**src/rtl/calc_pkg.sv**
```systemverilog
// Shared types and constants for the calculator front-end sequencer.
package calc_pkg;

    localparam int OPW_DEF = 4;

    // Operator codes as set on the operator switches.
    typedef enum logic [2:0] {
        OP_ADD = 3'd1,
        OP_MUL = 3'd2,
        OP_DIV = 3'd3,
        OP_AND = 3'd4,
        OP_OR  = 3'd5
    } opcode_e;

    // Sequencer states; the encoding doubles as the phase LED value.
    typedef enum logic [2:0] {
        ST_ENTER_A  = 3'd0,
        ST_ENTER_OP = 3'd1,
        ST_ENTER_B  = 3'd2,
        ST_ISSUE    = 3'd3,
        ST_WAIT     = 3'd4,
        ST_SHOW     = 3'd5,
        ST_ERR      = 3'd6
    } state_e;

    // True when the operator code selects an operation the ALU implements.
    function automatic logic op_is_valid(input logic [2:0] op);
        logic ok;
        case (op)
            OP_ADD, OP_MUL, OP_DIV, OP_AND, OP_OR: ok = 1'b1;
            default:                               ok = 1'b0;
        endcase
        return ok;
    endfunction

endpackage

```
**src/rtl/btn_edge.sv**
```systemverilog
// Synchronises an active-low pushbutton and emits a one-cycle pulse
// on each press (falling edge). Resets to the released state so that
// a button held through reset does not produce a spurious press.
module btn_edge (
    input  logic clk,
    input  logic rst,
    input  logic btn_n_i,
    output logic press_o
);

    logic sync1_q;
    logic sync2_q;
    logic prev_q;

    // Two-stage synchroniser followed by a history flop for edge detection.
    always_ff @(posedge clk or posedge rst) begin
        if (rst) begin
            sync1_q <= 1'b1;
            sync2_q <= 1'b1;
            prev_q  <= 1'b1;
        end else begin
            sync1_q <= btn_n_i;
            sync2_q <= sync1_q;
            prev_q  <= sync2_q;
        end
    end

    // High for the one cycle after the synchronised level falls.
    assign press_o = prev_q & ~sync2_q;

endmodule

```
**src/rtl/calc_sequencer.sv**
```systemverilog
// Calculator front-end: walks the user through operand A, operator and
// operand B entry with a single Enter key, hands the operation to the ALU
// over a start/done handshake and holds the result or error for display.
module calc_sequencer
    import calc_pkg::*;
#(
    parameter int OPW     = OPW_DEF,
    parameter int TIMEOUT = 255
) (
    input  logic             clk,
    input  logic             ac,
    input  logic [OPW-1:0]   sw_val,
    input  logic [2:0]       sw_op,
    input  logic             btn_enter,
    output logic             alu_start,
    output logic [OPW-1:0]   alu_opa,
    output logic [OPW-1:0]   alu_opb,
    output logic [2:0]       alu_op,
    input  logic             alu_done,
    input  logic [2*OPW-1:0] alu_result,
    input  logic             alu_err,
    output logic [OPW-1:0]   opa_q,
    output logic [OPW-1:0]   opb_q,
    output logic [2:0]       op_q,
    output logic [2*OPW-1:0] result_q,
    output logic             result_valid,
    output logic             err_q,
    output logic [2:0]       phase,
    output logic             busy
);

    // The wait counter gives up once it has counted TIMEOUT WAIT cycles.
    localparam logic [7:0] CNT_LAST = 8'(TIMEOUT - 1);

    state_e     state_q;
    logic [7:0] cnt_q;
    logic       press_s;

    btn_edge u_enter (
        .clk     (clk),
        .rst     (ac),
        .btn_n_i (btn_enter),
        .press_o (press_s)
    );

    // Entry / issue / wait sequencing with all outputs held in registers.
    always_ff @(posedge clk or posedge ac) begin
        if (ac) begin
            state_q      <= ST_ENTER_A;
            cnt_q        <= 8'd0;
            opa_q        <= '0;
            opb_q        <= '0;
            op_q         <= 3'd0;
            result_q     <= '0;
            result_valid <= 1'b0;
            err_q        <= 1'b0;
            alu_start    <= 1'b0;
            busy         <= 1'b0;
        end else begin
            alu_start <= 1'b0;
            case (state_q)
                ST_ENTER_A: begin
                    if (press_s) begin
                        opa_q   <= sw_val;
                        state_q <= ST_ENTER_OP;
                    end
                end
                ST_ENTER_OP: begin
                    if (press_s) begin
                        op_q <= sw_op;
                        if (op_is_valid(sw_op)) begin
                            state_q <= ST_ENTER_B;
                        end else begin
                            err_q   <= 1'b1;
                            state_q <= ST_ERR;
                        end
                    end
                end
                ST_ENTER_B: begin
                    if (press_s) begin
                        opb_q <= sw_val;
                        // Divide by zero is caught here so the ALU never sees it.
                        if ((op_q == OP_DIV) && (sw_val == '0)) begin
                            err_q   <= 1'b1;
                            state_q <= ST_ERR;
                        end else begin
                            alu_start <= 1'b1;
                            busy      <= 1'b1;
                            cnt_q     <= 8'd0;
                            state_q   <= ST_ISSUE;
                        end
                    end
                end
                ST_ISSUE: begin
                    cnt_q   <= 8'd0;
                    state_q <= ST_WAIT;
                end
                ST_WAIT: begin
                    // A completion in the final allowed cycle still counts.
                    if (alu_done) begin
                        result_q <= alu_result;
                        busy     <= 1'b0;
                        if (alu_err) begin
                            err_q   <= 1'b1;
                            state_q <= ST_ERR;
                        end else begin
                            result_valid <= 1'b1;
                            state_q      <= ST_SHOW;
                        end
                    end else if (cnt_q == CNT_LAST) begin
                        err_q   <= 1'b1;
                        busy    <= 1'b0;
                        state_q <= ST_ERR;
                    end else begin
                        cnt_q <= cnt_q + 8'd1;
                    end
                end
                ST_SHOW, ST_ERR: begin
                    // Operands and opcode are kept so the next entry can overwrite them.
                    if (press_s) begin
                        result_valid <= 1'b0;
                        err_q        <= 1'b0;
                        result_q     <= '0;
                        state_q      <= ST_ENTER_A;
                    end
                end
                default: begin
                    busy    <= 1'b0;
                    state_q <= ST_ENTER_A;
                end
            endcase
        end
    end

    assign phase   = state_q;
    assign alu_opa = opa_q;
    assign alu_opb = opb_q;
    assign alu_op  = op_q;

endmodule

```
**config.mk**
```make
export PLATFORM = sky130hd
export DESIGN_NAME = calc_sequencer
export DESIGN_NICKNAME = d
export VERILOG_FILES = /design/src/rtl/calc_pkg.sv /design/src/rtl/btn_edge.sv /design/src/rtl/calc_sequencer.sv
export SDC_FILE = /design/constraint.sdc
export NUM_CORES = 1
export LEC_CHECK = 0
export ABC_AREA = 1
export BUFFER_PORTS_ARGS = -buffer_cell sky130_fd_sc_hd__buf_4
export CORE_MARGIN = 3
export CORE_UTILIZATION = 45
export CTS_CLUSTER_SIZE = 20
export DETAILED_ROUTE_END_ITERATION = 8
export PLACE_DENSITY = 0.73
export SETUP_SLACK_MARGIN = 0.02
export SYNTH_ARGS = -nofsm -noshare
export SYNTH_HDL_FRONTEND = slang
export SYNTH_SLANG_ARGS = --single-unit
```
**constraint.sdc**
```tcl
create_clock -name clk -period 1.9 [get_ports clk]
set_input_delay 0.19 -clock clk [delete_from_list [all_inputs] [get_ports clk]]
set_output_delay 0.19 -clock clk [all_outputs]
set_load 0.005 [all_outputs]
```
* Word level (Yosys, flattened, before mapping)
Cells that the tools add are included.
** Storage, ports and cells
- Register bits :: 37
- Word-level logic and storage cells :: 102
- RAM bits :: 0
- Memory bits (read-only) :: 0
- Latch bits :: 0
- Memories :: 0
- Bits of input ports :: 20
** Cells by class
- Div/mod/pow operators :: 0
- Bitwise gates (word level) :: 3
- $lt $le $gt $ge :: 0
- Multipliers :: 0
- Shift operators :: 0
- Multiplexer cells :: 41
- Equality and inequality tests :: 26
- Add/sub/neg operators :: 1
- Reductions and logical operators :: 18
** Operators with widths (number)
- $mux 8 :: 6
- $mux 3 :: 8
- $pmux 8 s3 :: 1
- $ne 2x2->1 const B :: 11
- $mux 1 :: 20
- $pmux 3 s6 :: 1
- $pmux 8 s2 :: 1
- $eq 3x2->1 const B :: 5
- $eq 3x3->1 const B :: 5
- $reduce_and 5->1 :: 2
- $reduce_or 5->1 :: 2
- $add 8x1->8 const B :: 1
- $eq 8x8->1 const B :: 1
- $reduce_and 4->1 :: 2
- $reduce_and 8->1 :: 1
- $eq 3x1->1 const B :: 2
- $ne 3x3->1 const B :: 2
- $reduce_and 2->1 :: 3
- $logic_not 4->1 :: 1
- $pmux 1 s4 :: 1
- $reduce_bool 4->1 :: 1
- $logic_not 3->1 :: 1
- $pmux 1 s3 :: 1
- $reduce_and 3->1 :: 1
- 8 further kinds :: 9

* Depth between registers and ports, before layout
Gate-level depths: netlist (run 1).
- Word-level depth :: 8
- Depth in mapped cells :: 11
- Depth with buffers taken out :: 11

* By module
From an unflattened synthesis (run 1), not the netlist that was laid out.
** Second synthesis, totals
- Cell total of the unflattened synthesis :: 248
- Area, all modules :: 2025.7 µm²
** Modules (own cells, without submodules)
- calc_sequencer :: cells each 242, instances 1, area an instance 1933.1 µm²
- btn_edge :: cells each 6, instances 1, area an instance 92.6 µm²

* Least setup slack after synthesis (run 1)
OpenSTA, ideal clock, no wires.
- Kind :: register to register
- Start :: register cnt_q[0]
- End :: register cnt_q[0]
- Buffers on the path :: 1
- Cell stages (with the launch flop) :: 12
- Data required time :: 1.778 ns
- Slack :: 0.510 ns
- Period minus slack after synthesis :: 1.390 ns
- Data arrival time :: 1.268 ns
- Setup time :: 0.122 ns
- Path through :: dfrtp_1 inv_1 ha_1 inv_1 nor2_1 nand2_1 nand2_1 nand2_2 nand2_4 buf_12 nand2_2 o21ai_2
** On the way
- Word-level cells in the longest chain between the ends :: 4
- Elaborated cells between the ends (all ways) :: 7
- Classes of those cells :: add/sub: 1; eq/ne: 2; mux: 3; reduce/logical: 1
** Ends and longest elaborated chain
- from (decl) :: line calc_sequencer.sv:36 : logic [7:0] cnt_q;
- from (signal assigned) :: line calc_sequencer.sv:115 : cnt_q <= cnt_q + 8'd1;
- $add 8x1->8 :: line calc_sequencer.sv:115
- $mux 8 :: line calc_sequencer.sv:110 : end else if (cnt_q == CNT_LAST) begin
- $mux 8 :: line calc_sequencer.sv:100 : if (alu_done) begin
- $pmux 8 s3 :: line calc_sequencer.sv:61 : case (state_q)
Parallel ways exist; a longest one is shown, timed or not. The select of a mux whose other input is x is not followed.
A chain may end at the register's enable or synchronous reset.

* Final worst setup path (run 1)
- Start :: register state_q[0] (netlist: phase[0])
- End :: register result_q[1]
** On the way
- Word-level cells in the longest chain between the ends :: 4
- Elaborated cells between the ends (all ways) :: 9
- Classes of those cells :: eq/ne: 5; mux: 1; reduce/logical: 3
** Ends and longest elaborated chain
- from (decl) :: line calc_sequencer.sv:35 : state_e state_q;
- from (signal assigned) :: line calc_sequencer.sv:49 : state_q <= ST_ENTER_A;
- from (signal assigned) :: line calc_sequencer.sv:65 : state_q <= ST_ENTER_OP;
- from (signal assigned) :: line calc_sequencer.sv:72 : state_q <= ST_ENTER_B;
- $eq 3x3->1 :: line calc_sequencer.sv:61
- $reduce_or 2->1
- $ne 2x2->1 (no source line) / $reduce_bool 2->1 (equally long branches)
- $reduce_and 3->1 (no source line)
- to (signal assigned) :: line calc_sequencer.sv:101 : result_q <= alu_result;
- to (decl) :: line calc_sequencer.sv:25 : output logic [2*OPW-1:0] result_q,
Parallel ways exist; a longest one is shown, timed or not.

==> impl_metrics.py, run 1 <==
metrics = {
    "clocking": {
        "cts.sinks": 37,
        "cts_tree": "built",
        "root_buffer": "clkbuf_8",
        "clock_latency_ns": 0.29,
        "cts.clk_slew.worst_paths_ns": 0.07,
        "post_cts_resized": 0,
        "cts_max_level": 2,
        "post_cts_buffers": 0,
        "holdBufCountCts": 1,
        "cts_buffer_depth": 2,
        "cts_buffers": 5,
    },
    "critical_path": {
        "critPathKind": "reg2reg",
        "cp_slowest_cell": "dfrtp_1",
        "critPathLaunchType": "flip-flop",
        "crit_buf_inv": 1,
        "cp_slowest_stage_delay_ns": 0.45,
        "end_kind": "flip-flop",
        "arrival_ns": 1.75,
        "worstPathMaxFanout": 16,
        "path_cells": "inv_1 -> nand2_1 -> nand2_2 -> nand2_2 -> o21ai_2 -> nand2_4 -> nand2_1 -> o21ai_2",
        "crit_family": "simple AND/OR/NAND/NOR gates",
        "cp.required_ns": 2.08,
    },
    "synthesis": {
        "synthTopCellsByArea": "dfrtp_1, nand2_1, o21ai_2, inv_1, nand3_1",
        "syn_nets": 266,
        "synthTopCellsByCount": "nand2_1, dfrtp_1, inv_1",
        "synth.top_cell.area_share_pct": 41.3,
        "synth_edf_count": 0,
        "syn_inst": 244,
        "synth_top_area_cell": "dfrtp_1",
        "async_reset_ff_share_pct": 100,
        "ys_seq_elements": 37,
        "synth.distinct_cells": 30,
        "yosys_warnings": 0,
        "yosysMostFrequentCell": "nand2_1",
        "ys.flop_type": "dfrtp_1",
        "syn_area_per_cell_um2": 8.45,
        "seq_area_frac_synth_pct": 45.1,
        "synth_area_um2": 2060,
    },
    "global_routing": {
        "antenna_found_initial": 0,
        "grt_max_degree": 38,
        "grt_pass1_wl_mm": 7.18,
        "grt_usage_pct": 16.9,
        "first_global_vias": 1605,
        "gr-total-overflow": 0,
    },
    "floorplanning": {
        "die_x_um": 73.7,
        "fp.dieH_um": 73.7,
        "core_um2": 4200,
        "fp.dieArea_um2": 5430,
        "num_rows": 23,
        "ios": 57,
        "initial_core_util_pct": 49.1,
    },
    "drt": {
        "dr.pass1.iters": 4,
        "drtAntennaViolNets": 0,
        "wl_per_cell_um": 11.6,
        "via_per_inst": 4.85,
        "drc": 0,
        "via_count": 1672,
        "drt_iter0_markers": 107,
        "routed_wl_mm": 4.00,
    },
    "place": {
        "hpwl_mm": 3.06,
        "placement.io_buffers": 56,
        "gp_congestion": 0.835,
    },
    "final_layout": {
        "antenna_cells": 0,
        "regArea_um2": 930,
        "nets": 316,
        "utilization_pct": 59.8,
        "fillers": 392,
        "multi_input_area_um2": 881,
        "drive_gt1_share_pct": 37.6,
        "syn_to_final_growth_pct": 21.8,
    },
    "sta": {
        "setup_viol": 0,
        "rsz0062_at_grt": "no",
        "max_freq_ghz": 0.635,
        "layout_min_cycle_time_ns": 1.57,
        "hold_viol_final": 0,
        "max_slew.worst_pin.slew_ns": 0.466,
        "maxSlewViolCount": 0,
        "finalCritPeriodShare_pct": 82.9,
        "fin_setup_tns_ns": 0,
        "hold_ws_ns": 0.00214,
        "fin_skew_ns": 0.00288,
        "slew_headroom_pct": 68.9,
    },
    "pwr": {
        "p_per_area_nw_per_um2": 1380,
        "peakVddDrop_mv": 0.723,
        "p_leak_nw": 1.33,
    },
    "outcome": {
        "outcome": "finished, final reports clean",
    },
    "job": {
        "max_cap_viol_count": 0,
    },
    "min_path": {
        "hp-class": "in2async",
    },
}
[per-stage QoR]
step                      worst slack [ns]  total power, W  cell area, um^2  instances
after global routing                 0.172         0.00377             2510        345
after floorplan                      0.510         0.00243             2060        244
final                                0.325         0.00347             2510        345
after detailed placement             0.332         0.00298             2420        336
after global placement               0.405         0.00293             2420        336
after CTS                            0.317         0.00353             2510        345
[report_power, final]
group	total, W	internal (W)	leakage [nW]	switching, W
Sequential	0.00133	0.00107	0.465	0.000261
Combinational	0.00161	0.000795	0.820	0.000816
Clock	0.000531	0.000254	0.0450	0.000276
Total	0.00347	0.00212	1.33	0.00135
[logic make-up after synthesis]
logic type	Yosys count	share of synthesized area, %
DFF	37	45.1
and+or+nand+nor	118	27.2
adders and majority gates	2	1.21
AOI/OAI and AO/OA	38	12.6
xor gates and xnor gates	4	1.70
buffers and inverters	45	12.2
[sequential cells by signal, summed over array words and instances (netlist names), 3 cells and up]
register,flops
cnt_q,8
phase,3
alu_opa,4
alu_op,3
result_q,8
alu_opb,4
[layout by cell type, fill, tap and decap left out, types with 2 or more instances in the layout]
cell type  count
clkbuf_8       5
nor2_2         2
xnor2_1        2
inv_2          3
buf_4         57
nand2_1       64
nand2_4        4
dfrtp_1       34
o21ai_0       13
nor3_1         2
nand3_1       18
dfstp_2        3
inv_1         26
o21ai_2       17
ha_1           2
a21oi_1        3
xor2_1         2
nor2_1        11
nand2_2       14
o21ai_1        2
clkinv_2       2
[area by class of cell]
class / instances / share of cell area [%]
Multi-Input combinational cell: 162 / 35.1
Inverter: 30 / 4.68
Timing Repair Buffer: 58 / 17.4
Tap cell: 50 / 2.49
Clock buffer: 6 / 2.89
Clock inverter: 2 / 0.399
Sequential cell: 37 / 37.0
[worst register-to-register path, delay by kind of cell (launching register included)]
kind	cells	cell delay, ns
flip-flops	1	0.45
buffers and inverters	1	0.13
AO/OA/AOI/OAI	2	0.27
AND/OR/NAND/NOR	5	0.61
[metal layers]
layer	GRT usage, %	vias up	part of all wire, %
met2	26.5	45	47
met1	22.0	763	45
met4	6.64	0	1.6
met5	0	-	0
met3	4.92	7	6.2
li1	-	857	-
[worst paths after layout]
kind                                 startpoint              end  slack [ns]  cells after the start
worst max-delay path                   phase[0]      result_q[1]        0.33                      8
worst min-delay path                         ac         cnt_q[6]       0.002                      3
worst max register to register         phase[0]      result_q[1]        0.33                      8
worst min register to register  u_enter.sync1_q  u_enter.sync2_q        0.36                      0
max in group asynchronous                    ac  u_enter.sync2_q        1.55                      3
min in group clk                  alu_result[2]      result_q[2]        0.16                      3
(Power assumes the default switching activity.)
==> run 2: changes to the inputs <==
Settings changed: ABC_AREA 1 to 0, PLACE_DENSITY 0.73 to 0.77.
Clock period 1.9 ns to 1.3 ns, I/O delays scaled along.
==> run 2 against run 1 <==
  * The flow now finishes with violations (setup timing)
  * Global-route usage rose by 3.0 points
  * Cell count fell by 2.9%
  * Area after synthesis fell by 7.3%
  * Setup slack got worse by 0.73 ns
==> impl_metrics.py, run 2 <==
metrics = {
    "sta": {
        "rsz0062_at_grt": "yes",
        "max_freq_ghz": 0.588,
        "finalCritPeriodShare_pct": 131,
        "setup_viol": 34,
        "layout_min_cycle_time_ns": 1.70,
        "max_slew.worst_pin.slew_ns": 0.523,
        "maxSlewViolCount": 0,
        "hold_viol_final": 0,
        "slew_headroom_pct": 65.0,
        "timing.final.ws_setup_ns": -0.401,
        "fin_skew_ns": 0.00651,
    },
    "synthesis": {
        "ys_seq_elements": 37,
        "synth.distinct_cells": 42,
        "syn_area_per_cell_um2": 10.2,
        "yosys_warnings": 0,
        "synth_edf_count": 0,
        "synth_top_area_cell": "dfrtp_1",
        "synthTopCellsByArea": "dfrtp_1, mux2_2, mux2i_1, buf_4, dfstp_2",
        "synth_area_um2": 1910,
        "synthTopCellsByCount": "dfrtp_1, nand2_1, inv_1",
        "syn_nets": 210,
        "seq_area_frac_synth_pct": 48.6,
        "yosysMostFrequentCell": "dfrtp_1",
        "synth.top_cell.area_share_pct": 44.5,
        "async_reset_ff_share_pct": 100,
        "ys.flop_type": "dfrtp_1",
        "syn_inst": 188,
    },
    "floorplanning": {
        "die_x_um": 71.2,
        "num_rows": 23,
        "ios": 57,
        "fp.dieArea_um2": 5070,
        "core_um2": 4060,
        "initial_core_util_pct": 47.1,
        "fp.dieH_um": 71.2,
    },
    "min_path": {
        "min_path_cells": 2,
        "min_from": "sw_op[0]",
        "min_to": "alu_op[0]",
        "hp-class": "in2reg",
    },
    "critical_path": {
        "reg2reg_slack_ns": -0.40,
        "cp_slowest_stage_delay_ns": 0.40,
        "critPathLaunchType": "flip-flop",
        "arrival_ns": 1.88,
        "end_kind": "flip-flop",
        "reg2reg_to": "alu_opa[2]",
        "cp.required_ns": 1.48,
        "cp_slowest_cell": "dfrtp_1",
        "critPathKind": "reg2reg",
        "timing.rr.start": "phase[2]",
        "worstPathMaxFanout": 4,
        "crit_family": "simple AND/OR/NAND/NOR gates",
        "reg2reg_depth": 4,
        "path_cells": "buf_6 -> or3b_4 -> or3_4 -> mux2_2",
        "crit_buf_inv": 1,
    },
    "final_layout": {
        "final_cell_mix": "buf_4, dfrtp_1, nand2_1",
        "drive_gt1_share_pct": 56.5,
        "biggestRegsByFlops": "cnt_q (8), result_q (8)",
        "nets": 306,
        "fin_area_um2": 2990,
        "antenna_cells": 0,
        "utilization_pct": 73.7,
        "fillers": 289,
        "final_common_cell": "buf_4",
        "multi_input_area_um2": 1000,
        "syn_to_final_growth_pct": 56.4,
        "regArea_um2": 931,
    },
    "drt": {
        "via_count": 1736,
        "routed_wl_mm": 4.88,
        "wl_per_cell_um": 14.6,
        "drt_iter0_markers": 82,
        "via_per_inst": 5.18,
        "dr.pass1.iters": 4,
        "drtAntennaViolNets": 0,
        "drc": 0,
    },
    "job": {
        "max_cap_viol_count": 0,
    },
    "clocking": {
        "clock_latency_ns": 0.29,
        "cts_buffers": 5,
        "cts.clk_slew.worst_paths_ns": 0.07,
        "root_buffer": "clkbuf_8",
        "cts_tree": "built",
        "cts.sinks": 37,
        "cts_max_level": 2,
        "cts_buffer_depth": 2,
    },
    "pwr": {
        "comb_power_share_pct": 56.3,
        "p_sw_w": 0.00218,
        "finalPower_w": 0.00608,
        "peakVddDrop_mv": 1.09,
        "switching_share_pct": 35.9,
        "pwr-share-clk_pct": 12.7,
        "p_leak_nw": 1.45,
        "internal_power_w": 0.00390,
        "p_per_area_nw_per_um2": 2030,
        "p_seq_share_pct": 31.0,
    },
    "place": {
        "placement.io_buffers": 56,
        "gp_congestion": 0.785,
        "postPlaceCellArea_um2": 2650,
        "hpwl_mm": 3.26,
    },
    "outcome": {
        "outcome": "finished, violations left",
        "violations": "setup timing",
    },
    "global_routing": {
        "grt_max_degree": 38,
        "gr-total-overflow": 0,
        "grt_usage_pct": 19.9,
        "antenna_found_initial": 0,
        "first_global_vias": 1727,
        "grt_pass1_wl_mm": 8.00,
    },
}
==> run 2: changes by cell type in the layout (fill, tap and decap cells not counted), sizes merged, moves of 4 or more <==
cell	delta
o21ai	-21
nand2	-61
nand3	-14
nor2b	+6
nor2	-10
inv	-15
mux2i	+9
or3	+4
buf	+47
a21oi	+5
mux2	+11
==> run 2: final cells by class <==
type	instances	share of cell area [%]
Clock inverter	2	0.335
Multi-Input combinational cell	119	33.6
Timing Repair Buffer	106	28.6
Tap cell	50	2.09
Clock buffer	6	2.43
Inverter	15	1.88
Sequential cell	37	31.1
==> run 2: layer usage <==
metal  vias up  part of all wire [%]  GRT usage (%)
li1        845                     -              -
met1       839                    41           25.1
met2        40                    52           33.4
met3        12                   4.4           5.11
met4         0                   3.0           6.47
met5         -                     0              0
==> run 2: worst max path at each step <==
stage,startpoint,end,cells past startpoint
CTS,u_enter.prev_q,alu_opa[2],3
floorplan,phase[0],cnt_q[3],6
detailed placement,u_enter.prev_q,alu_opa[2],3
global placement,u_enter.prev_q,alu_opa[0],3
global route,phase[1],cnt_q[3],4
finish,phase[2],alu_opa[2],4
==> run 2: power groups by stage <==
| stage | Clock (W) | Sequential, W | Combinational, W |
|---|---|---|---|
| 3_5_place_dp | 0 | 0.00190 | 0.00299 |
| 3_3_place_gp | 0 | 0.00189 | 0.00292 |
| 5_1_grt | 0.000842 | 0.00196 | 0.00371 |
| 6_report | 0.000774 | 0.00188 | 0.00342 |
| 4_1_cts | 0.000791 | 0.00189 | 0.00314 |
| 2_1_floorplan | 0 | 0.00195 | 0.00160 |
==> run 2: cells by family after synthesis <==
family / count (synthesis) / share of synthesized area [%]
AND/OR/NAND/NOR: 55 / 15.8
multiplexers: 20 / 11.2
adder cells (fa/ha/maj): 3 / 1.83
flip-flops: 37 / 48.6
buffers and inverters: 32 / 8.90
XOR/XNOR: 1 / 0.458
AO/OA/AOI/OAI: 40 / 13.2
==> run 2: metrics by stage <==
step / hold WS [ns] / std cells / TNS [ns] / setup WS, ns
global route: 0.0754 / 335 / -11.80 / -0.488
global placement: 0.201 / 318 / -7.10 / -0.325
detailed placement: 0.205 / 318 / -7.76 / -0.365
finish: 0.0763 / 335 / -9.11 / -0.401
floorplan: 0.134 / 188 / -3.81 / -0.355
CTS: 0.0706 / 330 / -8.74 / -0.376
==> run 2: timing repair <==
item                       CTS  global route
setup endpoints to repair   34            34
buffers inserted             2             7
hold buffers                 2             0
hold endpoints to repair    35             0
resized for setup           26            24
pin swaps                   11            13
==> run 3: changes to the inputs <==
Settings changed: PLACE_DENSITY 0.77 to 0.74.
Clock period 1.3 ns to 1.9 ns, I/O delays scaled along.
==> run 3 against run 2 <==
  * The flow now finishes without violations
  * Hold slack got worse by 0.069 ns
  * Routed wire length decreased by 18%
  * Design area decreased by 15%
  * Sequential cell count unchanged
  * Setup slack improved by 0.52 ns
  * Critical path depth decreased by 1
  * Cell count decreased by 10%
  * Sequential share of layout area increased by 5.6 points
  * Sequential power decreased by 30%
  * Power decreased by 37%
  * Critical endpoint is now alu_opa[3]
  * Largest cell class is now flip-flops and latches
  * Highest routed layer unchanged
==> impl_metrics.py, run 3 (same netlist as run 2, synthesis figures left out) <==
metrics = {
    "critical_path": {
        "worstPathMaxFanout": 4,
        "critPathLaunchType": "flip-flop",
        "path_cells": "or3b_2 -> or3_4 -> mux2_2",
        "cp_slowest_cell": "dfstp_2",
        "arrival_ns": 1.95,
        "cp_slowest_stage_delay_ns": 0.55,
        "critPathKind": "reg2reg",
        "cp.required_ns": 2.08,
        "end_kind": "flip-flop",
    },
    "clocking": {
        "cts_max_level": 2,
        "cts_buffers": 5,
        "cts.sinks": 37,
        "cts.clk_slew.worst_paths_ns": 0.08,
        "clock_latency_ns": 0.29,
        "root_buffer": "clkbuf_8",
        "cts_buffer_depth": 2,
        "cts_tree": "built",
    },
    "outcome": {
        "outcome": "finished, final reports clean",
    },
    "pwr": {
        "peakVddDrop_mv": 0.812,
        "p_leak_nw": 1.23,
        "p_per_area_nw_per_um2": 1500,
    },
    "sta": {
        "rsz0062_at_grt": "no",
        "hold_viol_final": 0,
        "layout_min_cycle_time_ns": 1.78,
        "max_slew.worst_pin.slew_ns": 0.484,
        "max_freq_ghz": 0.563,
        "fin_skew_ns": 0.00945,
        "slew_headroom_pct": 67.7,
        "hold_ws_ns": 0.00722,
        "setup_viol": 0,
        "finalCritPeriodShare_pct": 93.5,
        "fin_setup_tns_ns": 0,
        "maxSlewViolCount": 0,
    },
    "final_layout": {
        "stdcell_count": 301,
        "syn_to_final_growth_pct": 32.6,
        "final_cell_mix": "buf_4, dfrtp_1, nand2_1",
        "regArea_um2": 931,
        "fillers": 359,
        "fin_area_um2": 2530,
        "utilization_pct": 62.5,
        "drive_gt1_share_pct": 39.0,
        "antenna_cells": 0,
        "final_common_cell": "buf_4",
        "nets": 272,
        "multi_input_area_um2": 822,
        "biggestRegsByFlops": "cnt_q (8), result_q (8)",
    },
    "drt": {
        "drc": 0,
        "wl_per_cell_um": 13.2,
        "via_per_inst": 5.12,
        "drt_iter0_markers": 80,
        "dr.pass1.iters": 4,
        "via_count": 1541,
        "drtAntennaViolNets": 0,
        "routed_wl_mm": 3.99,
    },
    "place": {
        "dpl.cell_count": 292,
        "postPlaceCellArea_um2": 2390,
        "placement.io_buffers": 56,
        "hpwl_mm": 2.95,
        "gp_congestion": 0.757,
    },
    "global_routing": {
        "met3_usage_pct": 5.26,
        "use_met1_pct": 22.6,
        "grt_usage_pct": 16.3,
        "grt_max_degree": 38,
        "grt_pass1_wl_mm": 6.55,
        "first_global_vias": 1393,
        "globalRoute.busiestLayer": "met2",
        "gr-total-overflow": 0,
        "grt_use_met2_pct": 24.5,
        "antenna_found_initial": 0,
    },
    "min_path": {
        "hp-class": "in2async",
    },
    "floorplanning": {
        "fp.dieH_um": 71.2,
        "die_x_um": 71.2,
        "num_rows": 23,
        "ios": 57,
        "core_um2": 4060,
        "fp.dieArea_um2": 5070,
        "initial_core_util_pct": 47.1,
    },
    "job": {
        "max_cap_viol_count": 0,
    },
}
==> run 3: changes by cell type in the layout (fill, tap and decap cells not counted), moves of 3 or more <==
cell     previous run  this run
a21oi_2             4         0
o21ai_0             5        10
nor2b_1             3         6
buf_4              92        71
nand2_1            17        21
buf_6              11         0
a21oi_1             4         8
nand3_1             3         6
o21ai_2             4         0
==> run 3: worst paths after layout <==
check	slack (ns)	to	cells past startpoint	start
setup reg to reg	0.12	alu_opa[3]	3	u_enter.prev_q
setup / recovery	0.12	alu_opa[3]	3	u_enter.prev_q
hold / removal	0.007	err_q	3	ac
min in group clk	0.14	alu_op[0]	2	sw_op[0]
hold reg to reg	0.36	u_enter.sync2_q	0	u_enter.sync1_q
max in group asynchronous	1.54	u_enter.prev_q	3	ac
==> run 3: routing by layer <==
| metal | up-vias | wire length (um) |
|---|---|---|
| met5 | - | 0 |
| met4 | 0 | 53 |
| met3 | 7 | 257 |
| met2 | 40 | 1860 |
| met1 | 718 | 1820 |
| li1 | 776 | - |
==> run 3: report_power, final <==
group | switching, W | internal (W) | total (W)
registers | 0.000227 | 0.00109 | 0.00132
clock network | 0.000282 | 0.000427 | 0.000709
logic | 0.000754 | 0.00103 | 0.00178
==> run 3: stage by stage <==
stage | power (W) | setup WS [ns]
2_1_floorplan | 0.00237 | 0.129
3_3_place_gp | 0.00307 | 0.0943
3_5_place_dp | 0.00312 | 0.0782
4_1_cts | 0.00383 | 0.0696
5_1_grt | 0.00410 | 0.0368
6_report | 0.00381 | 0.123
==> run 3: what timing repair did <==
action                     4_1_cts  5_1_grt
hold buffers                     0        1
buffers inserted                 0        0
resized for setup                0        3
hold endpoints to repair         0        1
setup endpoints to repair        0        6
==> run 3: layout make-up <==
| class | instances | area share [%] |
|---|---|---|
| clock buffers | 6 | 3.26 |
| multi-input cells | 119 | 32.4 |
| clock inverters | 2 | 1.48 |
| repair buffers | 72 | 21.4 |
| inverters | 15 | 2.22 |
| flip-flops and latches | 37 | 36.7 |
| well taps | 50 | 2.47 |
==> run 3: critical path: cells and delay by family (launching register included) <==
kind / cells / cell delay [ns]
flip-flops: 1 / 0.55
multiplexers: 1 / 0.28
AND/OR/NAND/NOR: 2 / 0.84
